$ cat src/rtl/cpu_obi_rr_arbiter.sv
// Round-robin arbiter sharing one OBI manager port among NHARTS hart ports, with in-order response routing.
// Optional per-hart grant and stall counters are built when CPU_ARB_PERF_EN is defined.
package cpu_obi_pkg;
    typedef struct packed {
        logic        req;
        logic [31:0] addr;
        logic        we;
        logic [3:0]  be;
        logic [31:0] wdata;
    } obi_req_t;

    typedef struct packed {
        logic        gnt;
        logic        rvalid;
        logic [31:0] rdata;
    } obi_resp_t;
endpackage

module cpu_obi_rr_arbiter
    import cpu_obi_pkg::*;
#(
    parameter int NHARTS          = 3,
    parameter int MAX_OUTSTANDING = 2
) (
    input  logic        clk_i,
    input  logic        rst_ni,
    input  obi_req_t    hart_req_i  [NHARTS],
    output obi_resp_t   hart_resp_o [NHARTS],
    output obi_req_t    mem_req_o,
    input  obi_resp_t   mem_resp_i,
`ifdef CPU_ARB_PERF_EN
    output logic [32*NHARTS-1:0] grant_cnt_o,
    output logic [31:0]          stall_cnt_o,
`endif
    output logic        busy_o,
    output logic        protocol_err_o
);
    localparam int IDX_W = $clog2(NHARTS);
    localparam int PTR_W = (MAX_OUTSTANDING > 1) ? $clog2(MAX_OUTSTANDING) : 1;
    localparam int CNT_W = $clog2(MAX_OUTSTANDING + 1);

    logic [IDX_W-1:0] r_rr;
    logic             r_lock;
    logic [IDX_W-1:0] r_lockedIdx;
    logic [CNT_W-1:0] r_count;
    logic [PTR_W-1:0] r_wrPtr;
    logic [PTR_W-1:0] r_rdPtr;
    logic [IDX_W-1:0] r_fifo [MAX_OUTSTANDING];
    logic             r_protocolErr;

    logic [IDX_W-1:0] w_winner;
    logic [IDX_W-1:0] w_head;
    logic             w_found;
    logic             w_full;
    logic             w_memReq;
    logic             w_push;
    logic             w_pop;
    logic             w_spurious;

    function automatic logic [IDX_W-1:0] idxAdd(input logic [IDX_W-1:0] base, input int offset);
        int sum;
        sum = int'(base) + offset;
        if (sum >= NHARTS) sum = sum - NHARTS;
        return IDX_W'(sum);
    endfunction

    function automatic logic [PTR_W-1:0] ptrInc(input logic [PTR_W-1:0] ptr);
        return (ptr == PTR_W'(MAX_OUTSTANDING - 1)) ? '0 : ptr + PTR_W'(1);
    endfunction

    // A stalled request stays locked to its hart so the presented transaction cannot change.
    always_comb begin
        w_winner = r_rr;
        w_found  = 1'b0;
        if (r_lock) begin
            w_winner = r_lockedIdx;
        end else begin
            for (int k = 0; k < NHARTS; k++) begin
                if (!w_found && hart_req_i[idxAdd(r_rr, k)].req) begin
                    w_found  = 1'b1;
                    w_winner = idxAdd(r_rr, k);
                end
            end
        end
    end

    assign w_full     = (r_count == CNT_W'(MAX_OUTSTANDING));
    assign w_memReq   = rst_ni & hart_req_i[w_winner].req & ~w_full;
    assign w_push     = w_memReq & mem_resp_i.gnt;
    assign w_pop      = mem_resp_i.rvalid & (r_count != '0);
    assign w_spurious = mem_resp_i.rvalid & (r_count == '0);
    assign w_head     = r_fifo[r_rdPtr];

    always_comb begin
        mem_req_o     = hart_req_i[w_winner];
        mem_req_o.req = w_memReq;
    end

    always_comb begin
        for (int i = 0; i < NHARTS; i++) begin
            hart_resp_o[i].rdata  = mem_resp_i.rdata;
            hart_resp_o[i].gnt    = w_push && (w_winner == IDX_W'(i));
            hart_resp_o[i].rvalid = w_pop && (w_head == IDX_W'(i));
        end
    end

    always_ff @(posedge clk_i or negedge rst_ni) begin
        if (!rst_ni) begin
            r_rr          <= '0;
            r_lock        <= 1'b0;
            r_lockedIdx   <= '0;
            r_count       <= '0;
            r_wrPtr       <= '0;
            r_rdPtr       <= '0;
            r_protocolErr <= 1'b0;
            for (int i = 0; i < MAX_OUTSTANDING; i++) r_fifo[i] <= '0;
        end else begin
            if (w_push) begin
                r_fifo[r_wrPtr] <= w_winner;
                r_wrPtr         <= ptrInc(r_wrPtr);
                r_rr            <= idxAdd(w_winner, 1);
            end
            if (w_pop) r_rdPtr <= ptrInc(r_rdPtr);
            r_lock <= w_memReq & ~mem_resp_i.gnt;
            if (w_memReq && !mem_resp_i.gnt) r_lockedIdx <= w_winner;
            case ({w_push, w_pop})
                2'b10:   r_count <= r_count + CNT_W'(1);
                2'b01:   r_count <= r_count - CNT_W'(1);
                default: r_count <= r_count;
            endcase
            if (w_spurious) r_protocolErr <= 1'b1;
        end
    end

    assign busy_o         = (r_count != '0);
    assign protocol_err_o = r_protocolErr;

`ifdef CPU_ARB_PERF_EN
    logic w_anyReq;

    always_comb begin
        w_anyReq = 1'b0;
        for (int i = 0; i < NHARTS; i++) w_anyReq = w_anyReq | hart_req_i[i].req;
    end

    // Counters saturate rather than wrap so long runs never read back as small values.
    always_ff @(posedge clk_i or negedge rst_ni) begin
        if (!rst_ni) begin
            grant_cnt_o <= '0;
            stall_cnt_o <= '0;
        end else begin
            for (int i = 0; i < NHARTS; i++) begin
                if (w_push && (w_winner == IDX_W'(i)) && (grant_cnt_o[32*i +: 32] != 32'hFFFF_FFFF))
                    grant_cnt_o[32*i +: 32] <= grant_cnt_o[32*i +: 32] + 32'd1;
            end
            if (w_anyReq && !w_push && (stall_cnt_o != 32'hFFFF_FFFF))
                stall_cnt_o <= stall_cnt_o + 32'd1;
        end
    end
`else
    // Performance counters are not present in this build.
`endif
endmodule
$ cat config.mk
export PLATFORM = sky130hd
export DESIGN_NAME = cpu_obi_rr_arbiter
export DESIGN_NICKNAME = d
export VERILOG_FILES = /design/src/rtl/cpu_obi_rr_arbiter.sv
export SDC_FILE = /design/constraint.sdc
export NUM_CORES = 1
export LEC_CHECK = 0
export CAP_MARGIN = 20
export CORE_AREA = 2 2 163 165
export DETAILED_ROUTE_END_ITERATION = 12
export DIE_AREA = 0 0 165 167
export GPL_TIMING_DRIVEN = 1
export PLACE_DENSITY = 0.46
export SETUP_SLACK_MARGIN = 0.05
export SLEW_MARGIN = 20
export SYNTH_ARGS = -nofsm -noshare
export SYNTH_HDL_FRONTEND = slang
export SYNTH_SLANG_ARGS = --single-unit
$ cat constraint.sdc
create_clock -name clk_i -period 5.8 [get_ports clk_i]
set_clock_uncertainty 0.1 [all_clocks]
set_input_delay 1.16 -clock clk_i [delete_from_list [all_inputs] [get_ports clk_i]]
set_output_delay 1.16 -clock clk_i [all_outputs]
set_load 0.005 [all_outputs]
**After elaboration in Yosys (flattened, before gate mapping)**

Cells that the tools add are included.

- Add/subtract/negate cells: 11
- Order comparisons: 11
- Eq/ne operators: 7
- Mux-type cells: 36
- Bitwise operators: 14
- Reduce and logical (&&, ||, !) cells: 18

Operators with widths:

| cell | count |
|---|---|
| 70-bit binary-select mux with 2-bit select | 4 |
| 70-bit 2-to-1 mux | 8 |
| 2-bit 2-to-1 mux | 15 |
| 3-bit >= comparator (second input constant) | 4 |
| 2-bit inverter with 3-bit output | 4 |
| 1-bit logical AND | 10 |
| 3-bit by 2-bit >= comparator with 1-bit output (second input constant) | 3 |
| 2-bit == test (second input constant) | 4 |
| 2-bit subtractor (second input constant) | 4 |
| 2-bit by 1-bit adder with 3-bit output (second input constant) | 2 |
| 1-bit AND | 6 |
| 2-bit by 1-bit == test with 1-bit output (second input constant) | 3 |
| 2-bit >= comparator (second input constant) | 3 |
| 2-bit zero test | 3 |
| 1-bit 2-to-1 mux | 6 |
| 4-bit bitwise mux | 1 |
| 1-bit inverter with 2-bit output | 2 |
| 2-bit one-hot mux with 2 select lines | 1 |
| 2-bit nonzero test | 2 |
| 2-bit by 2-bit adder with 3-bit output (second input constant) | 1 |
| 1-bit zero test | 3 |
| 1-bit adder (second input constant) | 2 |
| 2-bit by 1-bit adder with 2-bit output (second input constant) | 1 |
| 2-bit demux with 1-bit select | 1 |
| other kinds (3) | 4 |

- Register bits after elaboration: 14
- Input bits: 246
- Output and inout port bits: 174
- Word-level logic and storage cells: 106

**Depth between registers and ports, before layout**

- Depth in word-level cells: 26
- Mapped depth: 14

**Worst setup path before layout**

OpenSTA, ideal clock, no wires.

- Path type: in2out
- Start: input hart_req_i[69] (netlist bit)
- End: output hart_resp_o[67] (netlist bit)
- Arrival: 2,992 ps
- Path slack: 1,548 ps
- Stages on the path: 11
- Path through: buf_6 > mux2i_1 > a31o_1 > a311oi_1 > a32o_1 > buf_2 > buf_2 > buf_2 > inv_1 > ha_1 > and2_1

RTL lines:

| element | line | RTL |
|---|---|---|
| start: declaration | 27 | `input obi_req_t hart_req_i [NHARTS],` |
| end: declaration | 28 | `output obi_resp_t hart_resp_o [NHARTS],` |

==> results.ini <==
[floorplan]
initial_utilization_pct=13.23
pin_count=420
fp.dieW_um=165
rows=59
die_y_um=167
die_area_um2=27560
coreArea_um2=25760

[routing]
dr.pass1.iters=4
final_antenna_net_count=0
wl_um=15870
drt-initial-drc-count=160
wire_per_inst_um=16.53
drc=0
vias=3807
viasPerCell=3.966

[pwr]
fin_total_pwr_mw=4.298
p_leak_nw=2.357
vdd_drop_max_v=0.0004757
power.density_nw_per_um2=706.1

[sta]
fmax_mhz=179.2
max-slew-margin-rel_pct=62.68
worst_pin_slew_ns=0.5568
finalSetupViolCount=0
post-route-min-period_ns=5.579
finalSetupTns_ns=0
timing.final.crit_share_pct=96.20
rsz0062_at_grt=no
finalHoldViolCount=0
drv_slew=0

[final_layout]
insertedDiodeCount=0
utilization_pct=23.63
final_nets=879
instances_no_fill=960
final_layout_size_suffix_gt1_share_pct=4.320
syn2layout_area_growth_pct=78.53

[clocking]
worstSkewPairLatency_ns=0.24
cts_root_buffer=clkbuf_16
tritoncts=built
post-cts-setup-buffer-count=0
cts.clk_slew.worst_paths_ns=0.05
numCtsBuffers=3
clockBufferDepth=2
ctsHtreeMaxLevel=1
cts_sinks=14

[synthesis]
yosys-top-cells-count=buf_4, mux2i_1, nand3_1, o21ai_0, buf_2
synth_compound_area_share_pct=17.69
synth.most_common_cell=buf_4
synth_flop_cell=dfrtp_1
avgSynthCellArea_um2=7.510
synth_nets=707
ys_ff_latch=14
ys_top_cells_by_area=mux2i_1, buf_4, dfrtp_1
synthMuxAreaShare_pct=23.82
synth-simple-area-share_pct=16.51
async_flop_share_pct=100.0
synth-adder-area-share_pct=2.569
yosysWarnings=0
syn_area_um2=3410
synth-xor-area-share_pct=1.284
synth_top_family_by_area=buffers and inverters
seq_area_frac_synth_pct=10.28
synth_top_area_share_pct=21.72
synthDistinctLibCells=52
synth_edf_count=0
yosys.area.top_type=mux2i_1
syn_inst=454

[run]
maxCapViolCount=0

[worst_setup_path]
cp_slowest_cell=clkdlybuf4s50_1
cpMostUsedCell=clkdlybuf4s50_1
start_kind=primary input
crit_buf_inv=2
critPathTopFamily=buffers and inverters
crit_path_start=hart_req_i[69]
r2r_end=r_count[1]
critPathRequiredTime_ns=4.54
reg2regPathDepth=13
reg2reg_slack_ns=2.28
critPathMaxFanout=10
cpPeakStageDelay_ns=0.70
critPathCaptureType=output port
crit_arrival_ns=4.32
worst-path-stages=9
regToRegStartpoint=r_rr[1]
criticalPathCategory=primary input to output port
cp_cell_sequence=clkdlybuf4s50_1 > mux2i_1 > a31o_1 > a311oi_1 > a32o_4 > a211oi_4 > nor3_2 > and2_1 > clkdlybuf4s50_1

[grt]
grt_pass1_vias=3734
grt_max_degree=93
antenna_found_initial=0
grt_pass1_wl_um=22510
globalRouteTotalUtil_pct=10.54
overflow=0

[placed_design]
portBuffers=291
gp_congestion=0.7443
hpwl_um=13260
post-place-cells=956

[min_path]
hp-start=protocol_err_o
worst_hold_path_type=flip-flop to flip-flop
whs_path_depth=1
min_to=protocol_err_o

[outcome]
outcome=finished clean

## registers in the layout, summed over array words and instances (netlist names)
signal,cells
r_fifo,4
r_lockedIdx,2
protocol_err_o,1
r_lock,1
r_wrPtr,1
r_rr,2
r_rdPtr,1
r_count,2
## cells in the final DEF, fill, tap and decap left out, types with 2 or more instances in the layout
master / n
buf_12: 5
a211o_1: 2
xnor2_1: 3
nand2b_1: 4
dfrtp_1: 14
xor2_1: 2
ha_1: 7
nand3_1: 70
nor3_2: 2
a21oi_1: 4
nand2_1: 5
mux2i_1: 74
and2_1: 2
mux2_4: 4
clkdlybuf4s50_1: 291
buf_4: 4
nor4_1: 2
inv_1: 14
nor2_1: 9
o21ai_0: 69
clkbuf_16: 3
and3b_1: 2
## worst register-to-register path, stage by stage, from the launching register on
cell      delay [ns]
dfrtp_1         0.41
inv_1           0.12
ha_1            0.31
mux2i_1         0.38
nand4_1         0.20
o211a_1         0.21
o31ai_2         0.35
a211oi_4        0.12
nor3_2          0.49
inv_1           0.12
ha_1            0.23
xnor2_1         0.16
nor2_1          0.06
xor2_1          0.13
## cell families (layout without fill, tap and decap cells)
| group | count (synthesis) | count (layout) |
|---|---|---|
| buffers and inverters | 147 | 318 |
| AND/OR/NAND/NOR | 103 | 103 |
| AO/OA/AOI/OAI | 99 | 99 |
| multiplexers | 79 | 79 |
| flip-flops | 14 | 14 |
| adder cells (fa/ha/maj) | 7 | 7 |
| XOR/XNOR | 5 | 5 |
## power breakdown
part	total, mW	switching, mW	internal, mW
logic	3.95	1.86	2.09
clock network	0.146	0.0415	0.105
registers	0.201	0.0584	0.143
total	4.30	1.96	2.34
## through the flow
step	area, µm²	hold slack [ns]	setup slack [ns]
2_1_floorplan	3410	0.3510	1.548
3_3_place_gp	5998	0.3541	0.1932
3_5_place_dp	5998	0.3593	0.2019
4_1_cts	6087	0.3709	0.2003
5_1_grt	6087	0.3800	0.05703
6_report	6087	0.3672	0.2206
## per-layer routing
metal  wire, µm  share of wire (%)  global-route usage, %  up-vias
li1           -                  -                      -     1862
met1       6033                 38                  11.95     1672
met2       7747                 49                  19.08      269
met3       2019                 13                  4.110        4
met4         68               0.43                  1.172        0
met5          0                  0                      0        -
## repair_timing
item / in CTS / in global routing
endpoints found under the hold margin: 0 / 0
endpoints found under the setup margin: 0 / 1
resized for setup: 0 / 1
hold buffers: 0 / 0
## area by class of cell
| type | count | area [µm²] |
|---|---|---|
| fillers | 2825 | 19680 |
| repair buffers | 300 | 3043 |
| multi-input cells | 293 | 2133 |
| well taps | 335 | 419.2 |
| flip-flops and latches | 14 | 350.3 |
| clock buffers | 4 | 88.84 |
| inverters | 14 | 52.55 |
## worst max path at each step
stage               slack [ns]              end
floorplan                 1.55  hart_resp_o[67]
global placement          0.19    mem_req_o[25]
detailed placement        0.20    mem_req_o[25]
CTS                       0.20    mem_req_o[25]
global route              0.06  hart_resp_o[67]
finish                    0.22  hart_resp_o[67]
No activity file was read; power rests on OpenSTA's default activity.
